## src/rtl/vga_scan_if.sv

```systemverilog
// Pixel-side bundle of the VGA scan generator: coordinate export, colour return and DAC pins.
// The generator drives everything except the returned colour.
interface vga_scan_if;
  logic [23:0] pixel_in;
  logic [9:0]  vga_x_cord;
  logic [8:0]  vga_y_cord;
  logic [7:0]  vga_r;
  logic [7:0]  vga_g;
  logic [7:0]  vga_b;
  logic        vga_hs;
  logic        vga_vs;
  logic        vga_blank_n;
  logic        vga_clk;
  logic        frame_start;

  modport master (
    input  pixel_in,
    output vga_x_cord, vga_y_cord, vga_r, vga_g, vga_b,
    output vga_hs, vga_vs, vga_blank_n, vga_clk, frame_start
  );

  modport slave (
    output pixel_in,
    input  vga_x_cord, vga_y_cord, vga_r, vga_g, vga_b,
    input  vga_hs, vga_vs, vga_blank_n, vga_clk, frame_start
  );
endinterface

```

## src/rtl/vga_scan_generator.sv

```systemverilog
// 640x480@60 raster timing generator: publishes the visible coordinate, samples the returned
// colour one pixel later and drives registered colour/sync/blank plus a mid-pixel DAC clock.
module vga_scan_generator #(
  parameter int unsigned H_ACTIVE = 640,
  parameter int unsigned H_FP     = 16,
  parameter int unsigned H_SYNC   = 96,
  parameter int unsigned H_BP     = 48,
  parameter int unsigned V_ACTIVE = 480,
  parameter int unsigned V_FP     = 10,
  parameter int unsigned V_SYNC   = 2,
  parameter int unsigned V_BP     = 33,
  parameter int unsigned CLK_DIV  = 2
) (
  input  logic       clk_clk,
  input  logic       reset_reset_n,
  input  logic       vga_reset,
  vga_scan_if.master vga
);

  localparam int unsigned H_TOTAL = H_ACTIVE + H_FP + H_SYNC + H_BP;
  localparam int unsigned V_TOTAL = V_ACTIVE + V_FP + V_SYNC + V_BP;
  localparam int unsigned DivW    = $clog2(CLK_DIV);

  localparam logic [DivW-1:0] DivLast = DivW'(CLK_DIV - 1);
  localparam logic [DivW-1:0] DivHalf = DivW'(CLK_DIV / 2);
  localparam logic [9:0]      HLast   = 10'(H_TOTAL - 1);
  localparam logic [9:0]      VLast   = 10'(V_TOTAL - 1);
  localparam logic [9:0]      HAct    = 10'(H_ACTIVE);
  localparam logic [9:0]      VAct    = 10'(V_ACTIVE);
  localparam logic [9:0]      HsBeg   = 10'(H_ACTIVE + H_FP);
  localparam logic [9:0]      HsEnd   = 10'(H_ACTIVE + H_FP + H_SYNC);
  localparam logic [9:0]      VsBeg   = 10'(V_ACTIVE + V_FP);
  localparam logic [9:0]      VsEnd   = 10'(V_ACTIVE + V_FP + V_SYNC);

  logic [DivW-1:0] div_q, div_d;
  logic [9:0]      h_q, h_d;
  logic [9:0]      v_q, v_d;
  logic [23:0]     rgb_q, rgb_d;
  logic            hs_q, hs_d;
  logic            vs_q, vs_d;
  logic            blank_n_q, blank_n_d;
  logic            vclk_q, vclk_d;

  logic pix_en;
  logic active;
  logic hs0;
  logic vs0;

  // Stage 0: region decode straight from the counters.
  always_comb begin
    pix_en = (div_q == DivLast);
    active = (h_q < HAct) && (v_q < VAct);
    hs0    = !((h_q >= HsBeg) && (h_q < HsEnd));
    vs0    = !((v_q >= VsBeg) && (v_q < VsEnd));
  end

  always_comb begin
    div_d     = div_q;
    h_d       = h_q;
    v_d       = v_q;
    rgb_d     = rgb_q;
    hs_d      = hs_q;
    vs_d      = vs_q;
    blank_n_d = blank_n_q;
    if (vga_reset) begin
      div_d     = '0;
      h_d       = '0;
      v_d       = '0;
      rgb_d     = '0;
      hs_d      = 1'b1;
      vs_d      = 1'b1;
      blank_n_d = 1'b0;
    end else begin
      div_d = pix_en ? '0 : div_q + 1'b1;
      if (pix_en) begin
        h_d = (h_q == HLast) ? '0 : h_q + 10'd1;
        if (h_q == HLast) begin
          v_d = (v_q == VLast) ? '0 : v_q + 10'd1;
        end
        // Stage 1 captures the colour for the coordinate currently on display.
        rgb_d     = active ? vga.pixel_in : '0;
        hs_d      = hs0;
        vs_d      = vs0;
        blank_n_d = active;
      end
    end
    // Registered from the next divider value so it tracks div_cnt without a cycle of lag.
    vclk_d = (div_d >= DivHalf);
  end

  always_ff @(posedge clk_clk or negedge reset_reset_n) begin
    if (!reset_reset_n) begin
      div_q     <= '0;
      h_q       <= '0;
      v_q       <= '0;
      rgb_q     <= '0;
      hs_q      <= 1'b1;
      vs_q      <= 1'b1;
      blank_n_q <= 1'b0;
      vclk_q    <= 1'b0;
    end else begin
      div_q     <= div_d;
      h_q       <= h_d;
      v_q       <= v_d;
      rgb_q     <= rgb_d;
      hs_q      <= hs_d;
      vs_q      <= vs_d;
      blank_n_q <= blank_n_d;
      vclk_q    <= vclk_d;
    end
  end

  assign vga.vga_x_cord  = active ? h_q : 10'd0;
  assign vga.vga_y_cord  = active ? v_q[8:0] : 9'd0;
  assign vga.vga_r       = rgb_q[23:16];
  assign vga.vga_g       = rgb_q[15:8];
  assign vga.vga_b       = rgb_q[7:0];
  assign vga.vga_hs      = hs_q;
  assign vga.vga_vs      = vs_q;
  assign vga.vga_blank_n = blank_n_q;
  assign vga.vga_clk     = vclk_q;
  assign vga.frame_start = pix_en && (h_q == '0) && (v_q == '0) && !vga_reset;

endmodule

```

## src/flat_wrapper.sv

```systemverilog
// flat-port wrapper written by rule: the top's interface ports become plain ports
module vga_scan_generator_flat 
#(
  parameter int unsigned H_ACTIVE = 640,
  parameter int unsigned H_FP     = 16,
  parameter int unsigned H_SYNC   = 96,
  parameter int unsigned H_BP     = 48,
  parameter int unsigned V_ACTIVE = 480,
  parameter int unsigned V_FP     = 10,
  parameter int unsigned V_SYNC   = 2,
  parameter int unsigned V_BP     = 33,
  parameter int unsigned CLK_DIV  = 2
)
  (clk_clk, reset_reset_n, vga_reset, vga_pixel_in, vga_vga_x_cord, vga_vga_y_cord, vga_vga_r, vga_vga_g, vga_vga_b, vga_vga_hs, vga_vga_vs, vga_vga_blank_n, vga_vga_clk, vga_frame_start);
  vga_scan_if vga_i ();
  input  logic clk_clk;
  input  logic reset_reset_n;
  input  logic vga_reset;
  input wire logic [$bits(vga_i.pixel_in)-1:0] vga_pixel_in;
  output wire logic [$bits(vga_i.vga_x_cord)-1:0] vga_vga_x_cord;
  output wire logic [$bits(vga_i.vga_y_cord)-1:0] vga_vga_y_cord;
  output wire logic [$bits(vga_i.vga_r)-1:0] vga_vga_r;
  output wire logic [$bits(vga_i.vga_g)-1:0] vga_vga_g;
  output wire logic [$bits(vga_i.vga_b)-1:0] vga_vga_b;
  output wire logic [$bits(vga_i.vga_hs)-1:0] vga_vga_hs;
  output wire logic [$bits(vga_i.vga_vs)-1:0] vga_vga_vs;
  output wire logic [$bits(vga_i.vga_blank_n)-1:0] vga_vga_blank_n;
  output wire logic [$bits(vga_i.vga_clk)-1:0] vga_vga_clk;
  output wire logic [$bits(vga_i.frame_start)-1:0] vga_frame_start;
  assign vga_i.pixel_in = vga_pixel_in;
  assign vga_vga_x_cord = vga_i.vga_x_cord;
  assign vga_vga_y_cord = vga_i.vga_y_cord;
  assign vga_vga_r = vga_i.vga_r;
  assign vga_vga_g = vga_i.vga_g;
  assign vga_vga_b = vga_i.vga_b;
  assign vga_vga_hs = vga_i.vga_hs;
  assign vga_vga_vs = vga_i.vga_vs;
  assign vga_vga_blank_n = vga_i.vga_blank_n;
  assign vga_vga_clk = vga_i.vga_clk;
  assign vga_frame_start = vga_i.frame_start;
  vga_scan_generator #(.H_ACTIVE(H_ACTIVE), .H_FP(H_FP), .H_SYNC(H_SYNC), .H_BP(H_BP), .V_ACTIVE(V_ACTIVE), .V_FP(V_FP), .V_SYNC(V_SYNC), .V_BP(V_BP), .CLK_DIV(CLK_DIV)) u_core (.clk_clk(clk_clk), .reset_reset_n(reset_reset_n), .vga_reset(vga_reset), .vga(vga_i));
endmodule
```

## config.mk

```make
export PLATFORM = sky130hd
export DESIGN_NAME = vga_scan_generator_flat
export DESIGN_NICKNAME = d
export VERILOG_FILES = /design/src/rtl/vga_scan_if.sv /design/src/rtl/vga_scan_generator.sv /design/src/flat_wrapper.sv
export SDC_FILE = /design/constraint.sdc
export NUM_CORES = 1
export LEC_CHECK = 0
export CAP_MARGIN = 20
export CORE_UTILIZATION = 45
export DETAILED_ROUTE_END_ITERATION = 6
export PLACE_DENSITY_LB_ADDON = 0.2
export SYNTH_ARGS = -nofsm -noshare
export SYNTH_HDL_FRONTEND = slang
export SYNTH_SLANG_ARGS = --single-unit
export TNS_END_PERCENT = 1
```

## constraint.sdc

```tcl
create_clock -name clk_clk -period 2.25 [get_ports clk_clk]
set_input_delay 0.5625 -clock clk_clk [delete_from_list [all_inputs] [get_ports clk_clk]]
set_output_delay 0.5625 -clock clk_clk [all_outputs]
set_load 0.005 [all_outputs]
```

Yosys cells after proc, flatten, opt, wreduce, memory -nomap -nowiden

Cells that the tools add are included.
Widths: inputs -> output; s select.

Flip-flop bits (word level): 49
Bits of input ports: 27
Output and inout bits: 48

Add/sub/neg operators: 3
Order comparisons: 7
Equal/unequal tests: 2
Mux-type cells: 20
Reductions and logical operators: 14

Operators with widths:

| cell                  | count |
|---|---|
| $mux 10               | 8 |
| $mux 24               | 3 |
| $add 10x1->10 const B | 2 |
| $eq 10x10->1 const B  | 2 |
| $logic_not 10->1      | 2 |
| $lt 10x10->1 const B  | 2 |
| $lt 10x9->1 const B   | 2 |
| $ge 10x10->1 const B  | 1 |
| $ge 10x9->1 const B   | 1 |
| $mux 9                | 1 |
| $mux 1                | 8 |
| $logic_and 1x1->1     | 6 |
| $reduce_bool 2->1     | 2 |
| $logic_not 1->1       | 3 |
| $reduce_and 2->1      | 1 |
| $add 1x1->1 const B   | 1 |
| $ge 1x1->1 const B    | 1 |

Depth between registers and ports, before layout

Gate-level depths: netlist of the first run.

Depth in word-level cells: 5
Mapped depth: 7

Least setup slack after synthesis of the first run

OpenSTA, ideal clock, no wires.

Path type: flip-flop to output port
From: register u_core.v_q[6]
To: output port vga_vga_x_cord[7]
Arrival time: 1.501 ns
Data required time: 1.688 ns
Path slack: 0.187 ns
Cell stages (with the launch flop): 6
Buffers on the path: 2
Cells stage by stage: dfrtp_1 -> and4_1 -> clkbuf_1 -> nor3_1 -> clkbuf_1 -> and2_2

Longest elaborated chain between the ends: 3

RTL lines:

| what                   | RTL line                  | source |
|---|---|---|
| start, declared        | vga_scan_generator.sv:37  | `logic [9:0] v_q, v_d;` |
| start signal, assigned | vga_scan_generator.sv:104 | `v_q <= v_d;` |
| $lt 10x9->1            | vga_scan_generator.sv:52  | `active = (h_q < HAct) && (v_q < VAct);` |
| $logic_and 1x1->1      | vga_scan_generator.sv:52  |  |
| $mux 10                | vga_scan_generator.sv:113 | `assign vga.vga_x_cord = active ? h_q : 10'd0;` |
| end, declared          | flat_wrapper.sv:20        | `output wire logic [$bits(vga_i.vga_x_cord)-1:0] vga_vga_x_cord;` |

No other way between the ends.

Final worst setup path of the first run

From: register u_core.v_q[6]
To: output port vga_vga_x_cord[2]

The elaborated chain is that of the path after synthesis.

==> results.py, run 1 <==
metrics = {
    "logic_synthesis": {
        "synth_mux_area_share_pct": 0.930,
        "synth_xor_area_share_pct": 2.53,
        "syn-instance-count": 230,
        "synthSimpleGateAreaFrac_pct": 24.7,
        "ys_seq_elements": 48,
        "yosysWarnings": 0,
        "syn_area_per_cell_um2": 10.5,
        "synth_top_cell_by_area": "dfrtp_1",
        "synth_top_family_by_area": "simple AND/OR/NAND/NOR gates",
        "synthAdderAreaFrac_pct": 2.58,
        "synth_top_area_share_pct": 47.5,
        "yosysSeqAreaShare_pct": 49.7,
        "yosys-top-cells-area": "dfrtp_1 48%, a22o_1 8.7%, and2_1 3.6%, nor2_1 2.8%, ha_1 2.6%",
        "synth_edf_count": 0,
        "synth_nets": 262,
        "syn-cell-area_mm2": 0.00242,
        "synth_compound_area_share_pct": 14.9,
        "yosysUniqueCellTypes": 48,
        "synthArstFlopShare_pct": 100,
        "synth-main-ff-cell": "dfrtp_1",
    },
    "floorplanning": {
        "fp.coreArea_mm2": 0.00514,
        "fp.dieW_um": 75.4,
        "rows": 26,
        "ios": 75,
        "design.die.area_mm2": 0.00568,
        "start_util_pct": 47.1,
        "die_h_um": 75.4,
    },
    "route": {
        "routed_wl_um": 6130,
        "vias_per_cell": 5.51,
        "wl_per_cell_um": 15.6,
        "drt_first_pass_iters": 4,
        "vias": 2164,
        "ant_nets": 0,
        "drc": 0,
        "drtIter0Drc": 121,
    },
    "global_routing": {
        "track_usage_pct": 23.7,
        "overflow": 0,
        "grt_pass1_vias": 2102,
        "grt_max_degree": 29,
        "antenna_found_initial": 0,
        "grt_pass1_wl_um": 10000,
    },
    "sta": {
        "setup_ws_ns": -0.212,
        "finalCritPeriodShare_pct": 109,
        "grt_setup_unrepaired": "yes",
        "slew_violations": 0,
        "fmax_ghz": 0.406,
        "setup_violations": 13,
        "finalHoldViolations": 0,
        "fin_skew_ns": 0.00859,
        "finalCriticalPeriod_ns": 2.46,
        "worst_slew_pin_slew_ns": 0.589,
        "relSlewSlack_pct": 60.7,
    },
    "pwr": {
        "internal_power_uw": 1490,
        "combPwrFrac_pct": 13.9,
        "swShare_pct": 21.5,
        "total_power_uw": 1900,
        "irDropWorstVdd_v": 0.000323,
        "powerDensity_mw_per_mm2": 530,
        "power.leakage_uw": 0.00164,
        "sequentialPowerShare_pct": 48.3,
        "netSwitchingPower_uw": 408,
        "clockPowerShare_pct": 37.8,
    },
    "place": {
        "dp_hpwl_um": 4290,
        "globalplace.congestion": 0.856,
        "io_buffers": 74,
        "preCtsSetupSlack_ns": -0.293,
    },
    "clock_network": {
        "clk_pin_slew_ns": 0.09,
        "hold_buffers": 0,
        "cts_tree": "yes",
        "clock_path_buffers": 2,
        "cts.sinks": 48,
        "clockRootBuffer": "clkbuf_8",
        "cts_buffers": 5,
        "clock_latency_ns": 0.30,
        "h-tree-depth": 2,
    },
    "setup_path": {
        "crit_required_ns": 1.69,
        "max_stage_delay_ns": 0.51,
        "crit_family": "buffers and inverters",
        "slowest_stage": "clkdlybuf4s50_1",
        "path_max_fanout": 8,
        "crit_path_start_kind": "register",
        "crit_buf_inv": 2,
        "path_cells": "and4_1 > nor3_4 > buf_6 > and2_1 > clkdlybuf4s50_1",
        "cp-end-kind": "output port",
        "worstSetupPathType": "reg2out",
        "cp.arrival_ns": 1.90,
    },
    "layout": {
        "finalNetCount": 355,
        "mostFrequentLayoutCell": "clkdlybuf4s50_1",
        "areaGrowthSynthToFinish_pct": 48.0,
        "diodes": 0,
        "fillers": 431,
        "utilization_pct": 69.7,
        "final_layout_size_suffix_gt1_share_pct": 18.6,
        "layout_common_cells": "65 x clkdlybuf4s50_1, 45 x dfrtp_1, 26 x buf_4",
    },
    "run_status": {
        "status": "finished, violations left",
        "violations": "setup timing",
    },
    "run": {
        "drv_cap": 0,
    },
    "worst_hold_path": {
        "hold_class": "in2async",
    },
}
-- path summary, 6_finish.rpt --
check / slack, ns / startpoint / cells after the start / endpoint
setup / recovery: -0.21 / u_core.v_q[6] / 5 / vga_vga_x_cord[2]
hold / removal: 0.26 / reset_reset_n / 1 / u_core.h_q[5]
setup reg to reg: 0.23 / u_core.h_q[0] / 6 / u_core.v_q[8]
hold reg to reg: 0.48 / u_core.vga.vga_blank_n / 1 / u_core.vga.vga_blank_n
max in group asynchronous: 1.45 / reset_reset_n / 2 / u_core.rgb_q[22]
min in group clk_clk: 0.48 / u_core.vga.vga_blank_n / 1 / u_core.vga.vga_blank_n
-- logic make-up (layout without fill, tap and decap cells) --
logic type | after synthesis | in the layout
and+or+nand+nor | 100 | 100
DFF | 48 | 48
AOI/OAI and AO/OA | 46 | 46
buffers and inverters | 22 | 115
xor gates and xnor gates | 7 | 7
adders and majority gates | 5 | 5
muxes | 2 | 2
-- per-layer routing --
metal  share of wire (%)  up-vias  global-route usage (%)
met5                   0        -                       0
met2                  48       89                    38.6
met1                  45     1050                    32.2
met3                 5.5        4                    4.10
li1                    -     1021                       -
met4                0.90        0                    7.82
-- layout make-up --
cell class	instances	area [um2]	area share, %
flip-flops and latches	48	1200	33.6
clock inverters	2	60.1	1.68
inverters	5	18.8	0.524
repair buffers	103	990	27.6
multi-input cells	160	1150	32.2
clock buffers	5	68.8	1.92
well taps	70	87.6	2.44
-- worst reg2reg max path, cell delays in order (launching register included) --
cell and delay (ns):
dfrtp_1 0.35, buf_4 0.12, ha_1 0.20, and4b_4 0.28, nand4_4 0.19, nor4_1 0.41, mux2_2 0.37
-- power by group through the flow --
| stage | clock network, uW | logic [uW] | registers (uW) |
|---|---|---|---|
| 4_1_cts | 737 | 266 | 917 |
| 3_5_place_dp | 0 | 265 | 932 |
| 2_1_floorplan | 0 | 88.5 | 935 |
| 3_3_place_gp | 0 | 260 | 933 |
| 5_1_grt | 765 | 288 | 923 |
| 6_report | 717 | 265 | 918 |
-- repair_timing --
| action | CTS | global route |
|---|---|---|
| gates cloned | 1 | 0 |
| pin swaps | 1 | 0 |
| gates resized for setup | 16 | 7 |
| endpoints found under the setup margin | 20 | 19 |
| setup buffers | 1 | 0 |
-- Yosys cell counts (5+ instances only) --
cell type,n
o21ai_0,6
buf_2,5
nor2_1,18
nand3_1,9
and2_1,14
a22o_1,24
dfrtp_1,46
inv_1,5
ha_1,5
nor4_1,10
clkbuf_1,6
nand2_1,13
-- through the flow --
step | hold slack [ns] | instances | area, um2 | setup TNS [ns]
2_1_floorplan | 0.267 | 230 | 2420 | 0
3_3_place_gp | 0.458 | 384 | 3380 | -0.256
3_5_place_dp | 0.465 | 384 | 3380 | -0.293
4_1_cts | 0.256 | 393 | 3560 | -3.91
5_1_grt | 0.289 | 393 | 3580 | -3.90
6_report | 0.260 | 393 | 3580 | -2.47
-- state kept, by name, summed over array words and instances, names as in the netlist --
| name | count |
|---|---|
| u_core.rgb_q | 24 |
| u_core.h_q | 10 |
| u_core.v_q | 10 |
| u_core.div_q | 1 |
| u_core.vga.vga_blank_n | 1 |
| u_core.vga.vga_hs | 1 |
| u_core.vga.vga_vs | 1 |
(Power assumes the default switching activity.)
==> run 2: changes to the inputs <==
Settings changed: CORE_UTILIZATION 45 to 35, RECOVER_POWER from default to 100.
==> results.py, run 2 (synthesis gave the netlist of run 1 again) <==
metrics = {
    "pwr": {
        "powerDensity_mw_per_mm2": 531,
        "irDropWorstVdd_v": 0.000296,
        "power.leakage_uw": 0.00171,
    },
    "route": {
        "drc": 0,
        "drt_first_pass_iters": 4,
        "ant_nets": 0,
        "drtIter0Drc": 101,
        "routed_wl_um": 6270,
        "vias": 2155,
        "wl_per_cell_um": 15.2,
        "vias_per_cell": 5.22,
    },
    "global_routing": {
        "grt_pass1_vias": 2191,
        "antenna_found_initial": 0,
        "track_usage_pct": 18.9,
        "grt_pass1_wl_um": 10700,
        "overflow": 0,
        "grt_max_degree": 49,
    },
    "clock_network": {
        "hold_buffers": 0,
        "clk_pin_slew_ns": 0.09,
        "cts_buffers": 5,
        "cts_tree": "yes",
        "h-tree-depth": 2,
        "clock_latency_ns": 0.30,
        "clockRootBuffer": "clkbuf_8",
        "clock_path_buffers": 2,
        "cts.sinks": 48,
    },
    "layout": {
        "final_layout_size_suffix_gt1_share_pct": 25.6,
        "multi_input_area_mm2": 0.00115,
        "final_area_mm2": 0.00359,
        "areaGrowthSynthToFinish_pct": 48.1,
        "final_cells": 413,
        "utilization_pct": 54.9,
        "fillers": 581,
        "top_regs": "u_core.rgb_q x24, u_core.h_q x10, u_core.v_q x10",
        "layout_common_cells": "45 x dfrtp_1, 33 x buf_4, 30 x clkdlybuf4s50_1",
        "regArea_mm2": 0.00120,
        "largest_reg_flops": 24,
        "mostFrequentLayoutCell": "dfrtp_1",
        "max_flop_register": "u_core.rgb_q",
        "finalNetCount": 367,
        "diodes": 0,
    },
    "sta": {
        "finalHoldViolations": 0,
        "relSlewSlack_pct": 20.1,
        "fin_skew_ns": 0.00712,
        "finalCritPeriodShare_pct": 99.2,
        "finalCriticalPeriod_ns": 2.23,
        "setup_ws_ns": 0.0176,
        "grt_setup_unrepaired": "yes",
        "finalSetupTns_ns": 0,
        "worst_slew_pin_slew_ns": 1.20,
        "fmax_ghz": 0.448,
        "slew_violations": 0,
        "setup_violations": 0,
    },
    "worst_hold_path": {
        "hold_class": "reg2reg",
        "hold_depth": 1,
    },
    "setup_path": {
        "cp.arrival_ns": 1.67,
        "max_stage_delay_ns": 0.41,
        "critical_path.most_common_cell": "buf_6",
        "path_cells": "o21a_2 > nor3_4 > buf_4 > buf_6 > buf_6 > and2_1 > buf_2",
        "path_max_fanout": 4,
        "crit_required_ns": 1.69,
        "crit_path_start_kind": "register",
        "rr_worst_depth": 6,
        "worstSetupPathType": "reg2out",
        "cp-end-kind": "output port",
        "slowest_stage": "dfrtp_1",
    },
    "run": {
        "drv_cap": 0,
    },
    "place": {
        "dp_hpwl_um": 4250,
        "globalplace.congestion": 0.772,
        "placed_area_mm2": 0.00342,
        "io_buffers": 74,
        "preCtsSetupSlack_ns": -0.294,
        "dp_cells": 396,
    },
    "floorplanning": {
        "ios": 75,
        "die_h_um": 85.2,
        "fp.dieW_um": 85.2,
        "fp.coreArea_mm2": 0.00653,
        "rows": 29,
        "design.die.area_mm2": 0.00726,
        "start_util_pct": 37.1,
    },
    "run_status": {
        "status": "finished, final reports clean",
    },
}
-- run 2: cell count changes in the layout (fill, tap and decap cells not counted), moves of 2 or more --
cell / delta
and2_1: -3
and2_4: +3
buf_2: +11
buf_4: +7
buf_6: +4
clkbuf_1: +3
clkbuf_2: +4
clkdlybuf4s50_1: -35
dlygate4sd3_1: +23
dlymetal6s2s_1: -4
nor4_1: +2
nor4_2: -2
-- run 2: per-stage QoR --
step	hold slack (ns)	power [uW]
2_1_floorplan	0.267	1020
3_3_place_gp	0.459	1210
3_5_place_dp	0.472	1200
4_1_cts	0.237	1950
5_1_grt	0.527	2000
6_report	0.493	1900
-- run 2: final timing paths --
check	startpoint	endpoint	slack, ns
max	u_core.h_q[7]	vga_vga_x_cord[8]	0.02
max reg2reg	u_core.h_q[7]	u_core.v_q[8]	0.07
max in group asynchronous	reset_reset_n	u_core.v_q[9]	0.89
min	u_core.vga.vga_blank_n	u_core.vga.vga_blank_n	0.49
min in group asynchronous	reset_reset_n	u_core.h_q[2]	0.58
min reg2reg	u_core.vga.vga_blank_n	u_core.vga.vga_blank_n	0.49
-- run 2: metal layers --
metal  part of all wire [%]  global-route usage (%)  wire (um)  vias up
met1                     47                    26.3       2930     1021
met3                    7.2                    5.06        453        7
li1                       -                       -          -     1045
met2                     45                    29.0       2820       82
met5                      0                       0          0        -
met4                    1.1                    5.86         71        0
-- run 2: power by group --
group	total (uW)	internal, uW	switching (uW)
clock network	733	444	289
logic	255	146	110
registers	916	896	20.0
-- run 2: critical path: cells and delay by family, from the launching register on --
kind | cells | cell delay, ns
AO/OA/AOI/OAI | 1 | 0.25
buffers and inverters | 4 | 0.44
flip-flops | 1 | 0.41
AND/OR/NAND/NOR | 2 | 0.27
-- run 2: area by class of cell --
class | instances | area share, %
multi-input cells | 160 | 32.0
flip-flops and latches | 48 | 33.6
repair buffers | 115 | 27.5
clock buffers | 6 | 2.02
inverters | 5 | 0.523
clock inverters | 2 | 1.67
well taps | 77 | 2.69
-- run 2: timing repair --
| item | in CTS | in global routing |
|---|---|---|
| cloned | 1 | 0 |
| setup buffers | 7 | 2 |
| pin swaps | 4 | 2 |
| setup endpoints to repair | 20 | 19 |
| gates resized for setup | 64 | 16 |
==> patch 1, RTL diff (settings of run 1) <==
`CLK_DIV` is set to 2 in 2 places; all go to 4.
--- a/src/rtl/vga_scan_generator.sv
+++ b/src/rtl/vga_scan_generator.sv
@@ -11,3 +11,3 @@
   parameter int unsigned V_BP     = 33,
-  parameter int unsigned CLK_DIV  = 2
+  parameter int unsigned CLK_DIV  = 4
 ) (
--- a/src/flat_wrapper.sv
+++ b/src/flat_wrapper.sv
@@ -11,3 +11,3 @@
   parameter int unsigned V_BP     = 33,
-  parameter int unsigned CLK_DIV  = 2
+  parameter int unsigned CLK_DIV  = 4
 )
Behaviour: not the same (a bounded check fails within 4 cycles, from zero or initial values and one cycle with reset_reset_n low).
==> patch 1 against run 1 <==
  * Design area up 6.5%
  * Critical path depth unchanged
  * Routed wire length up 9.6%
  * Total power down 9.4%
  * Area after synthesis up 0.31%
  * Hold slack worse by 0.044 ns
  * The run still ends with setup timing left
  * Clock power down 21%
  * Sequential share of layout area down 0.72 points
  * Global-route usage up 0.28 points
  * Sequential cell count up 2
  * Setup slack better by 0.086 ns
  * Critical path type unchanged
  * Critical endpoint is now vga_frame_start
  * Synthesized cell count unchanged
==> patch 1: results (changes against run 1) <==
.. list-table::
   :header-rows: 1

   * - Metric
     - Value
   * - Filler-free cell count of the finished design
     - 418 (+6.4%)
   * - Worst-case hold slack
     - 0.217 ns (-0.0436 ns)
   * - Max-slew headroom at the worst pin
     - 64.8% (+4.1 points)
   * - Worst-path maximum fanout
     - 2 (-6)
   * - All-Layer GR Usage
     - 23.9% (+0.28 points)
   * - Critical path's top delay family
     - simple AND/OR/NAND/NOR gates
   * - Post-place instance area
     - 3530 um^2 (+4.4%)
   * - Number of distinct library cells after synthesis
     - 40 (-17%)
   * - Sequential-to-total area share from yosys stat
     - 51.6% (+1.9 points)
   * - Number of cells in the design after placement
     - 402 (+4.7%)
   * - Sum of routed wire length over all layers
     - 6.72 mm (+9.6%)
   * - Setup slack of the most critical reg-to-reg path
     - 0.09 ns (-0.14 ns)
   * - Endpoint of the most critical setup path
     - vga_frame_start
   * - Number of nets in the finished design
     - 380 (+7.0%)
   * - Setup TNS
     - -0.149 ns (+2.32 ns)
   * - Failing checks
     - setup timing
   * - Number of global-route vias before repair
     - 2174 (+3.4%)
   * - Worst R2R Path Depth
     - 7 (+1)
   * - Min setup slack post-route
     - -0.126 ns (+0.0863 ns)
   * - Number of endpoints failing setup at the final stage
     - 6 (-7)
   * - Largest stage delay on the critical path
     - 0.46 ns (-0.05 ns)
   * - Sw Pwr
     - 0.442 mW (+8.2%)
   * - Part of the power in registers
     - 54.3% (+6.0 points)
   * - Via total after detailed routing
     - 2289 (+5.8%)
   * - Register area
     - 1260 um^2 (+4.3%)
   * - Combinational-cell power consumption
     - 0.216 mW (-18%)
   * - Maximum number of pins on one net before global-route repair
     - 31 (+6.9%)
   * - First drt pass iteration count
     - 5 (+1)
   * - HPWL Detailed
     - 4.55 mm (+6.1%)
   * - Final clock skew
     - 0.00733 ns (-0.00126 ns)
   * - Crit Reg-Reg Endpoint
     - u_core.v_q[1]$_DFFE_PN0P_
   * - Internal power summed over all cells
     - 1.28 mW (-14%)
   * - GPL Wtd Cong
     - 0.874 (+2.1%)
   * - CP Launch Point
     - u_core.h_q[0]$_DFFE_PN0P_
   * - Fillcell total
     - 421 (-2.3%)
   * - Maximum buffer depth of the clock tree
     - 2 (unchanged)
   * - 1st-iter DRT viols
     - 98 (-19%)
   * - Status
     - finished with violations
   * - Top cells by area, synth
     - sky130_fd_sc_hd__dfrtp_1 49%, sky130_fd_sc_hd__a22o_1 8.7%, sky130_fd_sc_hd__and2_1 3.6%
   * - Leakage power
     - 1.73 nW (+5.5%)
   * - Syn_nets
     - 263 (+0.38%)
   * - Fraction of layout cells with a size suffix above 1
     - 30.2% (+12 points)
   * - IR drop worst, VDD
     - 0.369 mV (+14%)
   * - Commonest cells post-synth
     - 48 x sky130_fd_sc_hd__dfrtp_1, 24 x sky130_fd_sc_hd__a22o_1, 14 x sky130_fd_sc_hd__and2_1, 13 x sky130_fd_sc_hd__nand2_1, 13 x sky130_fd_sc_hd__nor2_1
   * - Cell with the largest stage delay on the worst path
     - sky130_fd_sc_hd__or4b_4
   * - Worst Setup Slack post-DPL
     - -0.617 ns (-0.325 ns)
-- patch 1: logic make-up after synthesis --
| group | synth area share [%] |
|---|---|
| fa+ha+maj | 3.09 |
| mux | 0.463 |
| flops | 51.6 |
| simple gates | 22.2 |
| buf+inv | 2.99 |
| compound gates | 17.5 |
| xor+xnor | 2.16 |
-- patch 1: final cells by class --
| type | count | share of cell area, % |
|---|---|---|
| clock buffer | 5 | 1.80 |
| clock inverter | 3 | 0.754 |
| inverter | 7 | 0.688 |
| multi-input combinational | 162 | 32.2 |
| sequential | 50 | 32.9 |
| tap | 70 | 2.29 |
| timing repair buffer | 121 | 29.4 |
-- patch 1: per-layer routing --
metal,share of wire (%),global-route usage (%)
met1,43,32.4
met2,51,39.0
met3,4.3,3.70
met4,2.4,9.05
met5,0,0
-- patch 1: repair_timing --
item	in CTS	in global routing
setup buffers	6	1
endpoints found under the setup margin	20	16
cloned	1	0
pin swaps	6	9
hold endpoints to repair	0	0
resized for setup	81	34
==> patch 2, RTL diff (flow settings as in run 1) <==
Without the edit above. Take the reset off `v_q` and load it in a clocked block of its own.
--- a/src/rtl/vga_scan_generator.sv
+++ b/src/rtl/vga_scan_generator.sv
@@ -94,3 +94,2 @@
       h_q       <= '0;
-      v_q       <= '0;
       rgb_q     <= '0;
@@ -103,3 +102,2 @@
       h_q       <= h_d;
-      v_q       <= v_d;
       rgb_q     <= rgb_d;
@@ -110,2 +108,6 @@
     end
+  end
+
+  always_ff @(posedge clk_clk) begin
+    v_q <= v_d;
   end
Function: same outputs for any inputs over 10 cycles, from zero or initial values and one cycle with reset_reset_n low; that may be too few to reach the edited logic, so the function may still have changed.
==> patch 2 against run 1 <==
  * The flow still finishes with violations (setup timing)
  * Sequential cell count unchanged
  * Routed wire length increased by 9.1%
  * Total power decreased by 0.82%
  * Non-clock buffer count increased by 20
  * Area after synthesis decreased by 1.4%
  * Setup slack improved by 0.18 ns
  * Design area increased by 4.5%
  * Largest cell class is now multi-input gates
==> patch 2: results (changes against run 1) <==
.. list-table::
   :header-rows: 1

   * - Metric
     - Value
   * - Via total after detailed routing
     - 2316 (+7.0%)
   * - Status
     - finished with violations
   * - 1st-iter DRT viols
     - 231 (+91%)
   * - Port buffer count
     - 74 (unchanged)
   * - Cell with the largest stage delay on the worst path
     - sky130_fd_sc_hd__dfrtp_1
   * - Clock distribution power
     - 0.743 mW (+3.6%)
   * - Commonest cells post-synth
     - 36 x sky130_fd_sc_hd__dfrtp_1, 24 x sky130_fd_sc_hd__a22o_1, 21 x sky130_fd_sc_hd__clkbuf_1, 15 x sky130_fd_sc_hd__nor4_1, 14 x sky130_fd_sc_hd__nor3_1
   * - IR drop worst, VDD
     - 0.417 mV (+29%)
   * - GR Util met1
     - 32.7% (+0.51 points)
   * - Number of global-route vias before repair
     - 2170 (+3.2%)
   * - Met3 GRT Util
     - 6.02% (+1.9 points)
   * - Arrival time at the worst endpoint
     - 1.72 ns (-0.18 ns)
   * - Sequential-to-total area share from yosys stat
     - 48.3% (-1.4 points)
   * - Xor/xnor share of the synthesized area
     - 3.30% (+0.77 points)
   * - Post-DR vias/cell
     - 5.54 (+0.62%)
   * - Mux contribution to synthesized area
     - 0.419% (-0.51 points)
   * - Endpoint of the most critical setup path
     - vga_vga_x_cord[3]
   * - Fraction of layout cells with a size suffix above 1
     - 29.0% (+10 points)
   * - GPL Wtd Cong
     - 0.910 (+6.4%)
   * - Max-slew headroom at the worst pin
     - 45.1% (-16 points)
   * - Failing checks
     - setup timing
   * - Number of cells in the design after placement
     - 402 (+4.7%)
   * - Gate count after technology mapping
     - 241 (+4.8%)
   * - Sw Pwr
     - 0.407 mW (-0.32%)
   * - Maximum number of pins on one net before global-route repair
     - 39 (+34%)
   * - Gates resized, CTS repair
     - 71 (+55)
   * - Worst R2R Start
     - u_core.h_q[7]$_DFFE_PN0N_
   * - Fillcell total
     - 376 (-13%)
   * - Post-CTS Repair Setup Buffers
     - 6 (+5)
   * - Min setup slack post-route
     - -0.0287 ns (+0.183 ns)
   * - Sum of internal, switching and leakage power
     - 1.88 mW (-0.82%)
   * - Routed length per placed instance
     - 16.0 um (+2.5%)
   * - Number of nets in the finished design
     - 379 (+6.8%)
   * - CP Launch Point
     - u_core.h_q[7]$_DFFE_PN0N_
   * - Syn_nets
     - 273 (+4.2%)
   * - Power Sequential
     - 0.912 mW (-0.7%)
   * - Crit Reg-Reg Endpoint
     - u_core.v_q[3]$_SDFFE_PP0P_
   * - Number of endpoints failing setup at the final stage
     - 3 (-10)
   * - Largest stage delay on the critical path
     - 0.40 ns (-0.11 ns)
   * - All-Layer GR Usage
     - 24.9% (+1.3 points)
   * - Final clock skew
     - 0.0118 ns (+0.00324 ns)
patch 2: cell count changes after synthesis, sizes merged, moves of 7 or more:
cell	before	now
buf	9	2
nor2	18	9
a21oi	1	8
dfxtp	0	10
clkbuf	8	22
dfrtp	46	36
nor3	2	15
patch 2: per-layer routing:
layer	wire, um	up-vias
met5	0	-
met4	123	0
met3	550	12
met2	3270	118
met1	2740	1087
li1	-	1099
patch 2: metrics by stage:
step                      TNS [ns]  area (um^2)  hold slack (ns)
after floorplan                  0         2390            0.267
after global placement      -0.617         3440            0.464
after detailed placement    -0.655         3440            0.469
after CTS                   -0.520         3640            0.378
after global routing        -0.379         3740            0.416
final                      -0.0667         3740            0.347
patch 2: area by class of cell:
class,instances,area share [%]
clock inverters,2,1.60
well taps,70,2.34
flip-flops and latches,48,30.9
clock buffers,6,1.94
inverters,9,0.902
multi-input cells,160,33.2
repair buffers,123,29.1
